### config.mk
export PLATFORM = sky130hd
export DESIGN_NAME = fsm_3l_anpc
export DESIGN_NICKNAME = d
export VERILOG_FILES = /design/src/rtl/fsm_3l_anpc.sv
export SDC_FILE = /design/constraint.sdc
export NUM_CORES = 1
export LEC_CHECK = 0
export BUFFER_PORTS_ARGS = -buffer_cell sky130_fd_sc_hd__buf_2
export CORE_MARGIN = 4
export CORE_UTILIZATION = 35
export CTS_BUF_LIST = sky130_fd_sc_hd__clkbuf_8
export CTS_CLUSTER_SIZE = 40
export DETAILED_ROUTE_END_ITERATION = 12
export GPL_ROUTABILITY_DRIVEN = 0
export PLACE_DENSITY = 0.58
export SYNTH_ARGS = -nofsm -noshare
export SYNTH_HDL_FRONTEND = slang
export SYNTH_SLANG_ARGS = --single-unit
### constraint.sdc
create_clock -name clk -period 9.6 [get_ports clk]
set_clock_uncertainty 0.1 [all_clocks]
set_input_delay 1.92 -clock clk [delete_from_list [all_inputs] [get_ports clk]]
set_output_delay 1.92 -clock clk [all_outputs]
set_load 0.01 [all_outputs]
### src/rtl/fsm_3l_anpc.sv
// -----------------------------------------------------------------------------
// fsm_3l_anpc
// Gate-pattern sequencer for one leg of a 3L-ANPC converter. Turns a requested
// output level (v_lev) and a commutation strategy (comm_type) into the six
// switch gates S_out. It inserts the timed intermediate vectors that each
// strategy needs between stable levels.
//
// Ports
//   clk          system clock
//   rst          asynchronous active-low reset
//   t_short      short overlap step (cycles)
//   t_off_on     turn-off to turn-on dead-time (cycles)
//   t_on_offV0   type_II entry delay into full zero (cycles)
//   t_offV0_on   type_II exit delay from full zero (cycles)
//   t_off_onI0   type_III exit delay from lower zero (cycles)
//   v_lev        requested level: 00=O, 01=P, 10=N, 11=O
//   comm_type    commutation strategy (type_I / type_II / type_III)
//   S_out        registered gates, S_out[k-1] = Sk
//
// Optional build macro FSM_3L_ANPC_DEBUG_EN adds the observation ports
// state, next_state, old_state, transition, finish_transition and counter.
// S_out timing is the same with or without it.
// -----------------------------------------------------------------------------

package PKG_decoder_3lxnpc;
  typedef enum logic [1:0] {
    type_I   = 2'd0,
    type_II  = 2'd1,
    type_III = 2'd2
  } _commtypes_t;
endpackage

module fsm_3l_anpc
  import PKG_decoder_3lxnpc::*;
#(
  parameter int unsigned TDELAY_WIDTH = 16
) (
  input  logic                    clk,
  input  logic                    rst,
  input  logic [TDELAY_WIDTH-1:0] t_short,
  input  logic [TDELAY_WIDTH-1:0] t_off_on,
  input  logic [TDELAY_WIDTH-1:0] t_on_offV0,
  input  logic [TDELAY_WIDTH-1:0] t_offV0_on,
  input  logic [TDELAY_WIDTH-1:0] t_off_onI0,
  input  logic [1:0]              v_lev,
  input  _commtypes_t             comm_type,
  output logic [5:0]              S_out
`ifdef FSM_3L_ANPC_DEBUG_EN
 ,output logic [2:0]              state
 ,output logic [2:0]              next_state
 ,output logic [2:0]              old_state
 ,output logic                    transition
 ,output logic                    finish_transition
 ,output logic [TDELAY_WIDTH-1:0] counter
`endif
);

  localparam int unsigned CW = TDELAY_WIDTH;
  localparam logic [CW-1:0] CNT_ONE = CW'(1);

  // Stable gate vectors
  localparam logic [5:0] VEC_P  = 6'h23;
  localparam logic [5:0] VEC_N  = 6'h1C;
  localparam logic [5:0] VEC_OU = 6'h12;
  localparam logic [5:0] VEC_OL = 6'h24;
  localparam logic [5:0] VEC_O2 = 6'h36;

  // Intermediate gate vectors
  localparam logic [5:0] VEC_02 = 6'h02;
  localparam logic [5:0] VEC_10 = 6'h10;
  localparam logic [5:0] VEC_22 = 6'h22;
  localparam logic [5:0] VEC_14 = 6'h14;
  localparam logic [5:0] VEC_26 = 6'h26;
  localparam logic [5:0] VEC_04 = 6'h04;

  typedef enum logic [2:0] {
    LEV_OFF = 3'd0,
    LEV_P   = 3'd1,
    LEV_N   = 3'd2,
    LEV_OU  = 3'd3,
    LEV_OL  = 3'd4,
    LEV_O2  = 3'd5
  } lev_t;

  typedef enum logic [2:0] {
    D_SHORT    = 3'd0,
    D_OFF_ON   = 3'd1,
    D_ON_OFFV0 = 3'd2,
    D_OFFV0_ON = 3'd3,
    D_OFF_ONI0 = 3'd4
  } dsel_t;

  typedef enum logic [1:0] {
    ST_OFF    = 2'd0,
    ST_STABLE = 2'd1,
    ST_STEP1  = 2'd2,
    ST_STEP2  = 2'd3
  } state_t;

  // Gate vector shown while stable in a level
  function automatic logic [5:0] lev_vec(input lev_t l);
    case (l)
      LEV_P:   lev_vec = VEC_P;
      LEV_N:   lev_vec = VEC_N;
      LEV_OU:  lev_vec = VEC_OU;
      LEV_OL:  lev_vec = VEC_OL;
      LEV_O2:  lev_vec = VEC_O2;
      default: lev_vec = 6'h00;
    endcase
  endfunction

  // Zero vector owned by each commutation type
  function automatic lev_t zero_of(input _commtypes_t t);
    case (t)
      type_II:  zero_of = LEV_O2;
      type_III: zero_of = LEV_OL;
      default:  zero_of = LEV_OU;
    endcase
  endfunction

  state_t          state_q;
  lev_t            lev_q;
  lev_t            old_lev_q;
  lev_t            tgt_q;
  logic [5:0]      s_out_q;
  logic [CW-1:0]   cnt_q;
  logic            has2_q;
  logic [5:0]      v2_q;
  dsel_t           d2_q;

  lev_t            zero_req_d;
  lev_t            tgt_d;
  logic            change_d;
  logic [5:0]      v1_d;
  dsel_t           sel1_d;
  logic            has2_d;
  logic [5:0]      v2_d;
  dsel_t           sel2_d;
  logic [CW-1:0]   raw1_d;
  logic [CW-1:0]   raw2_d;
  logic [CW-1:0]   cnt1_d;
  logic [CW-1:0]   cnt2_d;

  // Target level from the current stable level and the sampled request
  always_comb begin
    zero_req_d = zero_of(comm_type);
    tgt_d      = lev_q;
    case (v_lev)
      2'b01: begin
        if (lev_q == LEV_N)      tgt_d = zero_req_d;
        else if (lev_q != LEV_P) tgt_d = LEV_P;
      end
      2'b10: begin
        if (lev_q == LEV_P)      tgt_d = zero_req_d;
        else if (lev_q != LEV_N) tgt_d = LEV_N;
      end
      default: begin
        // P/N always drop into the requested zero; a zero realigns if it differs
        if (lev_q != zero_req_d) tgt_d = zero_req_d;
      end
    endcase
    change_d = (tgt_d != lev_q);
  end

  // Intermediate step table; leaving a zero follows the zero's own type
  always_comb begin
    v1_d   = 6'h00;
    sel1_d = D_SHORT;
    has2_d = 1'b0;
    v2_d   = 6'h00;
    sel2_d = D_SHORT;
    case (lev_q)
      LEV_P: begin
        case (tgt_d)
          LEV_OU: begin v1_d = VEC_02; sel1_d = D_OFF_ON; end
          LEV_O2: begin v1_d = VEC_22; sel1_d = D_ON_OFFV0; end
          LEV_OL: begin
            v1_d = VEC_22; sel1_d = D_OFF_ON;
            has2_d = 1'b1; v2_d = VEC_26; sel2_d = D_SHORT;
          end
          default: ;
        endcase
      end
      LEV_N: begin
        case (tgt_d)
          LEV_OU: begin v1_d = VEC_10; sel1_d = D_OFF_ON; end
          LEV_O2: begin v1_d = VEC_14; sel1_d = D_ON_OFFV0; end
          LEV_OL: begin v1_d = VEC_04; sel1_d = D_OFF_ON; end
          default: ;
        endcase
      end
      LEV_OU: begin
        case (tgt_d)
          LEV_P:  begin v1_d = VEC_02; sel1_d = D_OFF_ON; end
          LEV_N:  begin v1_d = VEC_10; sel1_d = D_OFF_ON; end
          LEV_OL: begin v1_d = VEC_O2; sel1_d = D_SHORT; end
          LEV_O2: begin v1_d = VEC_OU; sel1_d = D_SHORT; end
          default: ;
        endcase
      end
      LEV_OL: begin
        case (tgt_d)
          LEV_P: begin
            v1_d = VEC_26; sel1_d = D_SHORT;
            has2_d = 1'b1; v2_d = VEC_22; sel2_d = D_OFF_ONI0;
          end
          LEV_N:  begin v1_d = VEC_04; sel1_d = D_OFF_ONI0; end
          LEV_OU: begin v1_d = VEC_O2; sel1_d = D_SHORT; end
          LEV_O2: begin v1_d = VEC_OL; sel1_d = D_SHORT; end
          default: ;
        endcase
      end
      LEV_O2: begin
        case (tgt_d)
          LEV_P:  begin v1_d = VEC_22; sel1_d = D_OFFV0_ON; end
          LEV_N:  begin v1_d = VEC_14; sel1_d = D_OFFV0_ON; end
          LEV_OU: begin v1_d = VEC_O2; sel1_d = D_SHORT; end
          LEV_OL: begin v1_d = VEC_O2; sel1_d = D_SHORT; end
          default: ;
        endcase
      end
      default: ;
    endcase
  end

  // Delay select for the first step (sampled now) and the pending second step
  always_comb begin
    case (sel1_d)
      D_OFF_ON:   raw1_d = t_off_on;
      D_ON_OFFV0: raw1_d = t_on_offV0;
      D_OFFV0_ON: raw1_d = t_offV0_on;
      D_OFF_ONI0: raw1_d = t_off_onI0;
      default:    raw1_d = t_short;
    endcase
    case (d2_q)
      D_OFF_ON:   raw2_d = t_off_on;
      D_ON_OFFV0: raw2_d = t_on_offV0;
      D_OFFV0_ON: raw2_d = t_offV0_on;
      D_OFF_ONI0: raw2_d = t_off_onI0;
      default:    raw2_d = t_short;
    endcase
    // Counter holds remaining cycles minus one; a zero delay still lasts a cycle
    cnt1_d = (raw1_d == '0) ? '0 : raw1_d - CNT_ONE;
    cnt2_d = (raw2_d == '0) ? '0 : raw2_d - CNT_ONE;
  end

  // Sequencer state, level tracking and registered gate vector
  always_ff @(posedge clk or negedge rst) begin
    if (!rst) begin
      state_q   <= ST_OFF;
      lev_q     <= LEV_OFF;
      old_lev_q <= LEV_OFF;
      tgt_q     <= LEV_OFF;
      s_out_q   <= 6'h00;
      cnt_q     <= '0;
      has2_q    <= 1'b0;
      v2_q      <= 6'h00;
      d2_q      <= D_SHORT;
    end else begin
      case (state_q)
        ST_OFF: begin
          lev_q   <= zero_req_d;
          tgt_q   <= zero_req_d;
          s_out_q <= lev_vec(zero_req_d);
          state_q <= ST_STABLE;
        end
        ST_STABLE: begin
          if (change_d) begin
            tgt_q   <= tgt_d;
            s_out_q <= v1_d;
            cnt_q   <= cnt1_d;
            has2_q  <= has2_d;
            v2_q    <= v2_d;
            d2_q    <= sel2_d;
            state_q <= ST_STEP1;
          end
        end
        ST_STEP1: begin
          if (cnt_q != '0) begin
            cnt_q <= cnt_q - CNT_ONE;
          end else if (has2_q) begin
            s_out_q <= v2_q;
            cnt_q   <= cnt2_d;
            state_q <= ST_STEP2;
          end else begin
            s_out_q   <= lev_vec(tgt_q);
            old_lev_q <= lev_q;
            lev_q     <= tgt_q;
            state_q   <= ST_STABLE;
          end
        end
        default: begin
          if (cnt_q != '0) begin
            cnt_q <= cnt_q - CNT_ONE;
          end else begin
            s_out_q   <= lev_vec(tgt_q);
            old_lev_q <= lev_q;
            lev_q     <= tgt_q;
            state_q   <= ST_STABLE;
          end
        end
      endcase
    end
  end

  assign S_out = s_out_q;

`ifdef FSM_3L_ANPC_DEBUG_EN
  // Observation taps, decoded straight from the state registers
  assign state             = 3'(lev_q);
  assign next_state        = 3'(tgt_q);
  assign old_state         = 3'(old_lev_q);
  assign transition        = (state_q == ST_STEP1) || (state_q == ST_STEP2);
  assign finish_transition = (cnt_q == '0) &&
                             ((state_q == ST_STEP2) || ((state_q == ST_STEP1) && !has2_q));
  assign counter           = cnt_q;
`endif

endmodule

======== Yosys cells after proc, flatten, opt, wreduce, memory -nomap -nowiden ========
Index checks and enable logic that the tools add are counted.
W data, S select, Z words.
storage, ports and cells
  output and inout bits ................... 6
  memories ................................ 0
  memory bits (writable) .................. 0
  bits in read-only memories .............. 0
  bits in latches ......................... 0
  register bits ........................... 40
  input port bits ......................... 86
  logic and storage cells ................. 125
operators by class
  $add $sub $neg .......................... 3
  $mul .................................... 0
  multiplexer cells ....................... 53
  eq/ne operators ......................... 44
  shifts and indexed selects .............. 0
  bitwise logic cells ..................... 2
  magnitude comparators ................... 0
  divide/modulo/power cells ............... 0
  reduce and logical (&&, ||, !) cells .... 15
operators by type and width
  kind                     number
  $pmux W16 S4             2
  $mux W16                 6
  $pmux W6 S5              3
  $pmux W16 S3             1
  $pmux W6 S4              2
  $sub A16 B1 Y16 const B  3
  $eq A3 B2 Y1 const B     12
  $mux W3                  12
  $mux W6                  6
  $pmux W6 S3              2
  $logic_not A16 Y1        2
  $eq A3 B3 Y1 const B     10
  $pmux W6 S2              2
  $eq A3 B1 Y1 const B     6
  $pmux W3 S2              3
  $reduce_bool A16 Y1      1
  $pmux W5 S3              1
  $pmux W3 S4              1
  $mux W2                  5
  $pmux W3 S3              1
  $reduce_and A4 Y1        2
  $reduce_or A2 Y1         4
  $eq A2 B1 Y1 const B     3
  $eq A2 B2 Y1 const B     3
  other kinds (16)         24

======== Depth between registers and ports, before layout ========
Gate-level depths: netlist of the first run.
  depth in word-level cells ............... 15
  gate-level depth with buffers ........... 18
  depth with buffers taken out ............ 16

======== Least setup slack after synthesis of the first run ========
Ideal clock, no wire load.
  path type ............................... input -> register
  from .................................... input comm_type[0]
  to ...................................... register cnt_q[14]
  buffers on the path ..................... 2
  data required time ...................... 9.377 ns
  setup time .............................. 0.123 ns
  stages .................................. 18
  path slack .............................. 3.723 ns
  arrival time ............................ 5.655 ns
  cells stage by stage .................... inv_1 ha_1 or4b_4 o221ai_4 xnor2_1 and4_4 buf_6 or3_1 buf_2 or3_1 nand2_1 ha_1 inv_1 a221oi_2 nand4_2 nor4b_2 xor2_1 o21ai_1
between the ends
  cells in the longest elaborated chain, start to end .. 15
  elaborated cells between the ends (all ways) .. 33
  classes of those cells .................. add/sub (1); eq/ne (14); mux (14); reduce/logical (4)
RTL lines
  element                                                      RTL line  RTL
  from (decl)                                                  46        input _commtypes_t comm_type,
  $eq A2 B2 Y1 / $eq A2 B1 Y1 (equally long branches)          114       case (t)
  $pmux W3 S2 *                                                114
  $ne A3 B3 Y1                                                 159       if (lev_q != zero_req_d) tgt_d = zero_req_d;
  $mux W3                                                      159
  $pmux W3 S2 *                                                148       case (v_lev)
  $eq A3 B3 Y1, or another cell as far along                   174, 185
  $reduce_or A2 Y1 (no source line)                            n/a
  $pmux W2 S2, or another cell as far along                    174, 185
  $pmux W3 S4                                                  172       case (lev_q)
  $eq A3 B3 Y1, or another cell as far along                   228       case (sel1_d)
  $pmux W16 S4                                                 228
  $sub A16 B1 Y16 / $logic_not A16 Y1 (equally long branches)  243       cnt1_d = (raw1_d == '0) ? '0 : raw1_d - CNT_ONE;
  $mux W16                                                     243
  $mux W16                                                     268       if (change_d) begin
  $pmux W16 S3                                                 260       case (state_q)
  to (signal assigned)                                         271       cnt_q <= cnt1_d;
  to (signal assigned)                                         280       cnt_q <= cnt_q - CNT_ONE;
  to (signal assigned)                                         283       cnt_q <= cnt2_d;
  to (decl)                                                    126       logic [CW-1:0] cnt_q;
Every way passes the cells marked *; elsewhere a longest branch is shown, timed or not. The select of a mux whose other input is x is not followed.
A chain may end at the register's enable or synchronous reset.

======== Worst setup path after layout of the first run ========
  from .................................... input comm_type[0]
  to ...................................... register cnt_q[3]
The elaborated chain is that of the path after synthesis.

==> flow_summary.toml, run 1 <==
[routing]
routed_wl_mm = 13.1
firstDrtPassIters = 5
ant_nets = 0
drc = 0
vias_per_cell = 5.88
first_iter_violations = 324
dr_total_vias = 4551
avgRoutedWirePerCell_um = 17.0

[sta]
max_slew_margin = 0.261
rsz0062_at_grt = "false"
period_needed_ns = 6.82
final_max_slew_viol_count = 0
worst_pin_slew_ns = 1.10
tns_ns = 0
report.final.hold_viol_count = 0
min_period_over_period = 0.710
setup_viol = 0
max_freq_ghz = 0.147

[job]
drv_cap = 0

[grt]
grt_use_total = 0.180
antenna_found_initial = 0
grt_pass1_vias = 4249
overflow = 0
grt_max_degree = 36
grt_pass1_wl_mm = 21.4

[cells_and_area]
multi_input_area_um2 = 3150
nFillCells = 1200
area_growth_pct = 14.2
nNetsFinal = 729
drive_gt1_frac = 0.203
fin_area_um2 = 4800
seq_area_um2 = 826
antenna_cells = 0

[worst_hold_path]
min_to = "S_out[4]$_DFFE_PN0P_"
hp-class = "flip-flop to flip-flop"
worstHoldStart = "S_out[4]$_DFFE_PN0P_"
min_delay_path_depth = 1

[critical_path]
cp_max_fo = 18
start_kind = "input pin"
r2r_end = "cnt_q[3]$_DFFE_PN0P_"
r2r_cells = 11
crit_type = "input pin to flip-flop"
r2r-start = "lev_q[0]$_DFFE_PN0P_"
rrSetupSlack_ns = 4.23
worstPathArrival_ns = 6.86
crit_required_ns = 9.65
critPathCaptureType = "flip-flop"

[synth]
syn_inst = 563
ys_ff_latch = 33
ys.flop_type = "dfrtp_1"
yosysUniqueCellTypes = 73
synth.cell_area_um2 = 4200
syn-num-nets = 662
syn_avg_cell_area_um2 = 7.46
ys_async_sr_fraction = 1.00
yosysSeqAreaShare = 0.197
yosys_warnings = 0
synth_edf_count = 0

[pwr]
power_density_nw_per_um2 = 298
leakage_nw = 1.96
ir_drop_mv = 0.119

[clock_tree]
cts.reportedPaths.clkPinSlew_ns = 0.07
htreeDepth = 2
cts_buffers = 5
cts_setup_buffers = 0
postCtsHoldBufs = 0
clockBufferDepth = 2
cts.sinks = 33
cts_tree = "done"
root_buffer = "clkbuf_8"
cts.repair.resized = 0
clock_latency_ns = 0.28

[die]
die_width_um = 118
core_area_um2 = 11600
fp.dieH_um = 118
placementRows = 39
start_util = 0.363
dieArea_um2 = 13800
io_pins = 92

[placement]
io_buffers = 91
place_hpwl_mm = 10.5
place_area_um2 = 4710

[status]
status = "finished, final reports clean"
[synth_stat cells, types with 3 or more instances]
cell type	n	area share
a22o_1	13	0.027
o22ai_1	5	0.0074
a31oi_1	12	0.018
inv_1	21	0.019
o211ai_1	3	0.0054
and2_1	5	0.0074
dfrtp_1	33	0.20
o21ai_1	13	0.015
nand4_1	5	0.0074
nor2_1	49	0.044
a22oi_1	6	0.011
nand3_1	10	0.012
xor2_1	20	0.042
nor3_1	18	0.021
nor4_1	7	0.010
xnor2_1	15	0.031
o31ai_1	6	0.011
o2bb2ai_1	9	0.019
clkbuf_1	26	0.023
a221oi_2	4	0.014
buf_2	4	0.0048
mux2_2	6	0.016
nand2b_1	4	0.0060
nor3b_1	8	0.014
mux2i_1	15	0.036
nor2b_1	6	0.0089
o21a_1	5	0.0089
a21oi_1	47	0.056
o21ai_0	45	0.054
o221a_2	4	0.011
o221ai_1	6	0.013
or4_1	4	0.0071
ha_1	13	0.039
a222oi_1	3	0.0071
or3_1	13	0.019
and3_1	5	0.0074
nand2_1	50	0.045
[cell families after synthesis]
group,count (synthesis),share of synthesized area
AO/OA/AOI/OAI,205,0.335
XOR/XNOR,35,0.0730
adder cells (fa/ha/maj),14,0.0411
buffers and inverters,55,0.0530
flip-flops,33,0.197
multiplexers,21,0.0518
AND/OR/NAND/NOR,200,0.250
[flip-flops by register name (all words and copies together), names as in the netlist]
register  cells
tgt_q         3
v2_q          2
lev_q         3
S_out         6
state_q       2
d2_q          1
cnt_q        16
[placed cells by master, fill, tap and decap left out, types with 6 or more instances in the layout]
cell type	count
buf_2	91
a22o_1	13
nor2_1	49
o31ai_1	6
nor3_1	18
a21oi_1	47
nor4_1	7
or3_1	13
nor3b_1	8
o2bb2ai_1	9
dfrtp_1	33
o221ai_1	6
mux2i_1	15
mux2_2	6
a22oi_1	6
xor2_1	20
nand3_1	10
nand2_1	50
xnor2_1	15
o21ai_1	13
nor2b_1	6
inv_1	22
o21ai_0	45
a31oi_1	12
ha_1	13
[final cells by class]
cell class	instances	share of cell area
clock inverters	3	0.00287
multi-input cells	475	0.657
flip-flops and latches	33	0.172
repair buffers	94	0.0997
inverters	21	0.0164
clock buffers	5	0.0143
well taps	143	0.0373
[critical path, stage by stage]
cell and delay (ns):
buf_2 0.09, inv_1 0.04, ha_1 0.42, or4b_4 0.63, o221ai_4 0.12, xnor2_1 0.15
and4_4 0.29, nor3_1 0.89, nand2_1 0.48, o2bb2ai_1 0.45, nand3_1 0.30, o41a_1 0.67
a221oi_2 0.33, a311oi_1 0.08
[report_power, final]
part | switching [W] | total (W) | internal, W
clock | 0.0000512 | 0.000100 | 0.0000492
combinational | 0.000620 | 0.00102 | 0.000403
sequential | 0.0000973 | 0.000305 | 0.000207
[how the worst max path moves through the flow]
| stage | from | slack, ns | end |
|---|---|---|---|
| finish | comm_type[0] | 2.78 | cnt_q[3]$_DFFE_PN0P_ |
| global placement | comm_type[0] | 2.89 | cnt_q[3]$_DFFE_PN0P_ |
| floorplan | comm_type[0] | 3.72 | cnt_q[14]$_DFFE_PN0P_ |
| detailed placement | comm_type[0] | 2.58 | cnt_q[3]$_DFFE_PN0P_ |
| global route | comm_type[0] | 2.40 | cnt_q[3]$_DFFE_PN0P_ |
| CTS | comm_type[0] | 2.86 | cnt_q[3]$_DFFE_PN0P_ |
[per-stage QoR]
| stage | instances | worst slack, ns | hold slack [ns] | power, W | utilization |
|---|---|---|---|---|---|
| 4_1_cts | 774 | 2.86 | 0.399 | 0.00142 | 0.415 |
| 6_report | 774 | 2.78 | 0.393 | 0.00143 | 0.415 |
| 5_1_grt | 774 | 2.40 | 0.427 | 0.00157 | 0.415 |
| 2_1_floorplan | 563 | 3.72 | 0.364 | 0.00108 | - |
| 3_3_place_gp | 766 | 2.89 | 0.373 | 0.00130 | 0.408 |
| 3_5_place_dp | 766 | 2.58 | 0.383 | 0.00131 | 0.408 |
[metal layers]
layer | up-vias | track usage | part of all wire
met5 | - | 0 | 0
met4 | 0 | 0.0366 | 0.015
met3 | 14 | 0.0235 | 0.070
met2 | 181 | 0.277 | 0.42
met1 | 2096 | 0.269 | 0.49
li1 | 2260 | - | -
Note: power is estimated with default switching activity, not from simulation.
==> run 2: changes to the inputs <==
Settings changed: ABC_AREA from default to 1, PLACE_DENSITY 0.58 to 0.57.
Clock period 9.6 ns to 6.4 ns, I/O delays scaled along.
==> run 2 against run 1 <==
Compared with the run above:
- critical path depth up 11
- sequential cell count did not move
- sequential power fell by 30%
- first-iteration DRC count shrank 13%
- cell count up 34%
- utilization up 0.12 points
- wire length grew 7.7%
==> flow_summary.toml, run 2 <==
[status]
status = "finished, final reports clean"

[sta]
worst_pin_slew_ns = 0.822
rsz0062_at_grt = "false"
report.final.hold_viol_count = 0
max_slew_margin = 0.446
max_freq_ghz = 0.222
setup_viol = 0
period_needed_ns = 4.50
tns_ns = 0
min_period_over_period = 0.703
final_max_slew_viol_count = 0

[synth]
yosys_warnings = 0
yosysUniqueCellTypes = 45
yosys-top-cells-count = "239 x nand2_1, 94 x inv_1, 90 x nor2_1"
synth_most_common_cell = "nand2_1"
syn_inst = 779
synth.cell_area_um2 = 4510
synth_edf_count = 0
synth_top_area_cell = "nand2_1"
ys.flop_type = "dfrtp_1"
yosysTopAreaCellShare = 0.199
ys_ff_latch = 33
ys_async_sr_fraction = 1.00
synth_area_leaders = "nand2_1 20%, dfrtp_1 18%, inv_1 7.8%, nor2_1 7.5%, nand3_1 5.8%"
syn-num-nets = 878
yosysSeqAreaShare = 0.183
syn_avg_cell_area_um2 = 5.79

[cells_and_area]
fin_cells = 1039
largest_register = "cnt_q"
final_core_util = 0.416
largest_reg_flops = 16
most-common-layout-cells = "239 x nand2_1, 94 x inv_1, 91 x buf_2, 90 x nor2_1, 52 x nand3_1"
layout_commonest_cell = "nand2_1"
nFillCells = 1441
drive_gt1_frac = 0.195
area_growth_pct = 16.4
nNetsFinal = 965
antenna_cells = 0

[critical_path]
worstPathArrival_ns = 4.64
slowest_stage = "ha_1"
rrSetupSlack_ns = 2.45
cp_max_fo = 16
critPathBufInv = 7
start_kind = "input pin"
crit_type = "input pin to flip-flop"
cpMostUsedCell = "nand2_1"
crit_required_ns = 6.54
critPathCaptureType = "flip-flop"
path_delay_family = "simple AND/OR/NAND/NOR gates"
cpPeakStageDelay_ns = 0.37

[placement]
place_hpwl_mm = 11.6
dp_cells = 1031
io_buffers = 91

[grt]
overflow = 0
grt_pass1_wl_mm = 23.2
grt_pass1_vias = 4642
antenna_found_initial = 0
grt_max_degree = 34
grt_use_total = 0.192

[routing]
wl_met1_mm = 7.23
first_iter_violations = 282
routed_wl_mm = 14.1
dr_wl_met2_mm = 5.97
ant_nets = 0
drc = 0
vias_per_cell = 4.79
highest_layer = "met4"
firstDrtPassIters = 5
dr_total_vias = 4978
wl_met3_um = 686
avgRoutedWirePerCell_um = 13.6

[clock_tree]
clock_latency_ns = 0.30
cts.repair.resized = 0
htreeDepth = 2
cts_buffers = 5
root_buffer = "clkbuf_8"
postCtsHoldBufs = 0
cts_tree = "done"
cts_setup_buffers = 0
cts.reportedPaths.clkPinSlew_ns = 0.07
cts.sinks = 33
clockBufferDepth = 2

[die]
fp.dieH_um = 122
start_util = 0.357
io_pins = 92
core_area_um2 = 12600
placementRows = 41
die_width_um = 122
dieArea_um2 = 14800

[pwr]
power_density_nw_per_um2 = 125
ir_drop_mv = 0.100
leakage_nw = 2.73

[worst_hold_path]
hp-class = "flip-flop to flip-flop"

[job]
drv_cap = 0
==> run 2: where the power goes <==
part / total, W / internal, W / leakage, nW / switching [W]
logic: 0.000228 / 0.0000767 / 2.30 / 0.000151
clock network: 0.000214 / 0.000127 / 0.0574 / 0.0000877
registers: 0.000215 / 0.000211 / 0.370 / 0.00000408
==> run 2: layer usage <==
| metal | vias to the layer above | track usage |
|---|---|---|
| met5 | - | 0 |
| met1 | 2150 | 0.294 |
| met2 | 146 | 0.287 |
| li1 | 2666 | - |
| met3 | 16 | 0.0172 |
| met4 | 0 | 0.0497 |
==> run 2: stage by stage <==
step / hold WS [ns] / setup slack, ns / power [W] / instance area [µm²]
after global routing: 0.417 / 1.54 / 0.000701 / 5250
after CTS: 0.389 / 1.91 / 0.000664 / 5250
after detailed placement: 0.368 / 1.61 / 0.000446 / 5130
after floorplan: 0.375 / 2.35 / 0.000373 / 4510
after global placement: 0.366 / 1.70 / 0.000448 / 5130
final: 0.380 / 1.90 / 0.000657 / 5250
==> run 2: cells by family (layout without fill, tap and decap cells) <==
kind of cell,Yosys count,count (layout),synth area share
AOI/OAI and AO/OA,119,119,0.154
xor gates and xnor gates,33,33,0.0641
adders and majority gates,13,13,0.0361
buffers and inverters,118,206,0.103
DFF,33,33,0.183
and+or+nand+nor,463,463,0.459
==> run 2: layout make-up <==
type,instances,area (µm²),area share
timing repair buffer,94,478,0.0911
clock buffer,6,82.6,0.0157
sequential,33,826,0.157
multi-input combinational,628,3220,0.613
clock inverter,2,37.5,0.00715
inverter,104,390,0.0744
tap,172,215,0.0410
==> run 2: path summary, 6_finish.rpt <==
path	from	to	cells past startpoint
max	comm_type[0]	cnt_q[8]$_DFFE_PN0P_	25
min	S_out[3]$_DFFE_PN0P_	S_out[3]$_DFFE_PN0P_	2
max reg2reg	d2_q[2]$_DFFE_PN0P_	cnt_q[0]$_DFFE_PN0P_	16
min reg2reg	S_out[3]$_DFFE_PN0P_	S_out[3]$_DFFE_PN0P_	2
max in group asynchronous	rst	cnt_q[5]$_DFFE_PN0P_	1
min in group asynchronous	rst	lev_q[1]$_DFFE_PN0P_	1
==> run 2: worst register-to-register path, stage by stage, from the launching register on <==
cell	delay, ns
dfrtp_1	0.88
inv_1	0.30
o21ai_0	0.39
ha_1	0.28
nand2_1	0.14
nor2_1	0.18
inv_1	0.08
nor3_2	0.16
nand4_1	0.14
nor2_1	0.17
nand3_1	0.14
nand2_1	0.26
inv_1	0.19
nand2_1	0.10
o211ai_1	0.09
o21ai_1	0.16
o21ai_1	0.07
==> run 3: changes to the inputs <==
Settings changed: PLACE_DENSITY 0.57 to 0.59.
Clock period 6.4 ns to 4 ns, I/O delays scaled along.
==> run 3 against run 2 <==
Compared with the run above:
- cell count up 1.4%
- die area unchanged
- combinational power up 64%
- wire length up 0.51%
- global-route usage up 0.39 points
- clock-buffer cell count unchanged
- sequential power up 60%
- via count up 0.96%
- sequential cell count unchanged
- critical path type unchanged
==> flow_summary.toml, run 3 (synthesized netlist as in run 2, its figures left out) <==
[routing]
drc = 0
ant_nets = 0
firstDrtPassIters = 5
dr_total_vias = 5026
first_iter_violations = 291
avgRoutedWirePerCell_um = 13.5
vias_per_cell = 4.77
routed_wl_mm = 14.2

[placement]
io_buffers = 91
place_hpwl_mm = 11.9

[critical_path]
crit_type = "input pin to flip-flop"
worstPathArrival_ns = 3.75
r2r-start = "lev_q[1]$_DFFE_PN0P_"
crit_required_ns = 4.13
r2r_end = "cnt_q[15]$_DFFE_PN0P_"
r2r_cells = 24
start_kind = "input pin"
critPathCaptureType = "flip-flop"
cp_max_fo = 11
rrSetupSlack_ns = 0.66

[cells_and_area]
largest_register = "cnt_q"
antenna_cells = 0
drive_gt1_frac = 0.209
most-common-layout-cells = "239 x nand2_1, 94 x inv_1, 91 x buf_2, 90 x nor2_1, 52 x nand3_1"
multi_input_area_um2 = 3220
seq_area_um2 = 826
nFillCells = 1416
largest_reg_flops = 16
area_growth_pct = 18.4
layout_commonest_cell = "nand2_1"
nNetsFinal = 980

[worst_hold_path]
hp-class = "flip-flop to flip-flop"
min_to = "S_out[3]$_DFFE_PN0P_"
worstHoldStart = "S_out[3]$_DFFE_PN0P_"
min_delay_path_depth = 2

[clock_tree]
cts.repair.resized = 0
postCtsHoldBufs = 0
root_buffer = "clkbuf_8"
cts_buffers = 5
clock_latency_ns = 0.30
htreeDepth = 2
clockBufferDepth = 2
cts.sinks = 33
cts_tree = "done"
cts.reportedPaths.clkPinSlew_ns = 0.07
cts_setup_buffers = 0

[pwr]
leakage_nw = 2.80
ir_drop_mv = 0.101
power_density_nw_per_um2 = 187
p_total_w = 0.00100

[grt]
grt_pass1_vias = 4775
overflow = 0
antenna_found_initial = 0
grt_max_degree = 34
grt_pass1_wl_mm = 23.8
grt_use_total = 0.196

[die]
start_util = 0.357
dieArea_um2 = 14800
io_pins = 92
core_area_um2 = 12600
fp.dieH_um = 122
placementRows = 41
die_width_um = 122

[sta]
final_max_slew_viol_count = 0
setup_viol = 0
max_freq_ghz = 0.276
hold_ws_ns = 0.377
report.final.hold_viol_count = 0
period_needed_ns = 3.62
rsz0062_at_grt = "false"
max_slew_margin = 0.474
tns_ns = 0
min_period_over_period = 0.905
worst_pin_slew_ns = 0.789

[job]
drv_cap = 0

[status]
status = "finished, final reports clean"
==> run 3: changes by cell type in the layout (fill, tap and decap cells not counted), sizes merged <==
cell	previous run	this run
buf	94	109
clkinv	0	2
bufinv	1	0
clkinvlp	1	0
==> run 3: layer usage <==
layer	track usage	routed length, µm	up-vias
met4	0.0441	205	0
met1	0.291	7080	2155
met3	0.0219	819	12
met2	0.304	6110	158
li1	-	-	2701
met5	0	0	-
==> run 3: worst max path at each step <==
| stage | start | endpoint | slack, ns | depth (start not counted) |
|---|---|---|---|---|
| 3_3_place_gp | v_lev[0] | cnt_q[1]$_DFFE_PN0P_ | 0.13 | 24 |
| 6_report | comm_type[0] | cnt_q[15]$_DFFE_PN0P_ | 0.38 | 25 |
| 5_1_grt | comm_type[0] | cnt_q[7]$_DFFE_PN0P_ | 0.09 | 25 |
| 2_1_floorplan | comm_type[0] | cnt_q[7]$_DFFE_PN0P_ | 0.43 | 24 |
| 3_5_place_dp | comm_type[0] | cnt_q[13]$_DFFE_PN0P_ | 0.08 | 25 |
| 4_1_cts | comm_type[0] | cnt_q[13]$_DFFE_PN0P_ | 0.39 | 25 |
==> run 3: final cells by class <==
type	count	area share
repair buffers	109	0.111
well taps	172	0.0403
multi-input cells	628	0.603
clock buffers	6	0.0155
inverters	104	0.0731
flip-flops and latches	33	0.155
clock inverters	2	0.00258
==> run 3: report_power, final <==
| part | switching [W] | internal [W] | leakage, nW |
|---|---|---|---|
| Clock | 0.000141 | 0.000140 | 0.0512 |
| Combinational | 0.000243 | 0.000131 | 2.38 |
| Sequential | 0.00000690 | 0.000338 | 0.370 |
| Total | 0.000392 | 0.000608 | 2.80 |
==> run 3: critical path: stages <==
cell and delay [ns]:
buf_2 0.09, inv_1 0.04, ha_1 0.31, inv_1 0.13, nand2_1 0.08, nand2_2 0.09, nand2_2 0.12, nand3_2 0.16
nand2_4 0.13, nand2_4 0.11, nand2_4 0.10, nor2_1 0.17, nand2_2 0.11, o21ai_1 0.16, inv_1 0.08, ha_1 0.18
nand3_1 0.07, nor2_1 0.04, nand2_1 0.12, nor2_4 0.05, a21oi_4 0.23, nand3_1 0.14, nand2_1 0.09, nand2_1 0.06
o21ai_1 0.07
==> run 3: per-stage QoR <==
step	setup WS (ns)	std cells	utilization	instance area (µm²)
after detailed placement	0.0785	1046	0.415	5240
after floorplan	0.434	779	-	4510
after global placement	0.128	1046	0.415	5240
after CTS	0.387	1054	0.423	5340
after global routing	0.0930	1054	0.423	5340
final	0.379	1054	0.423	5340
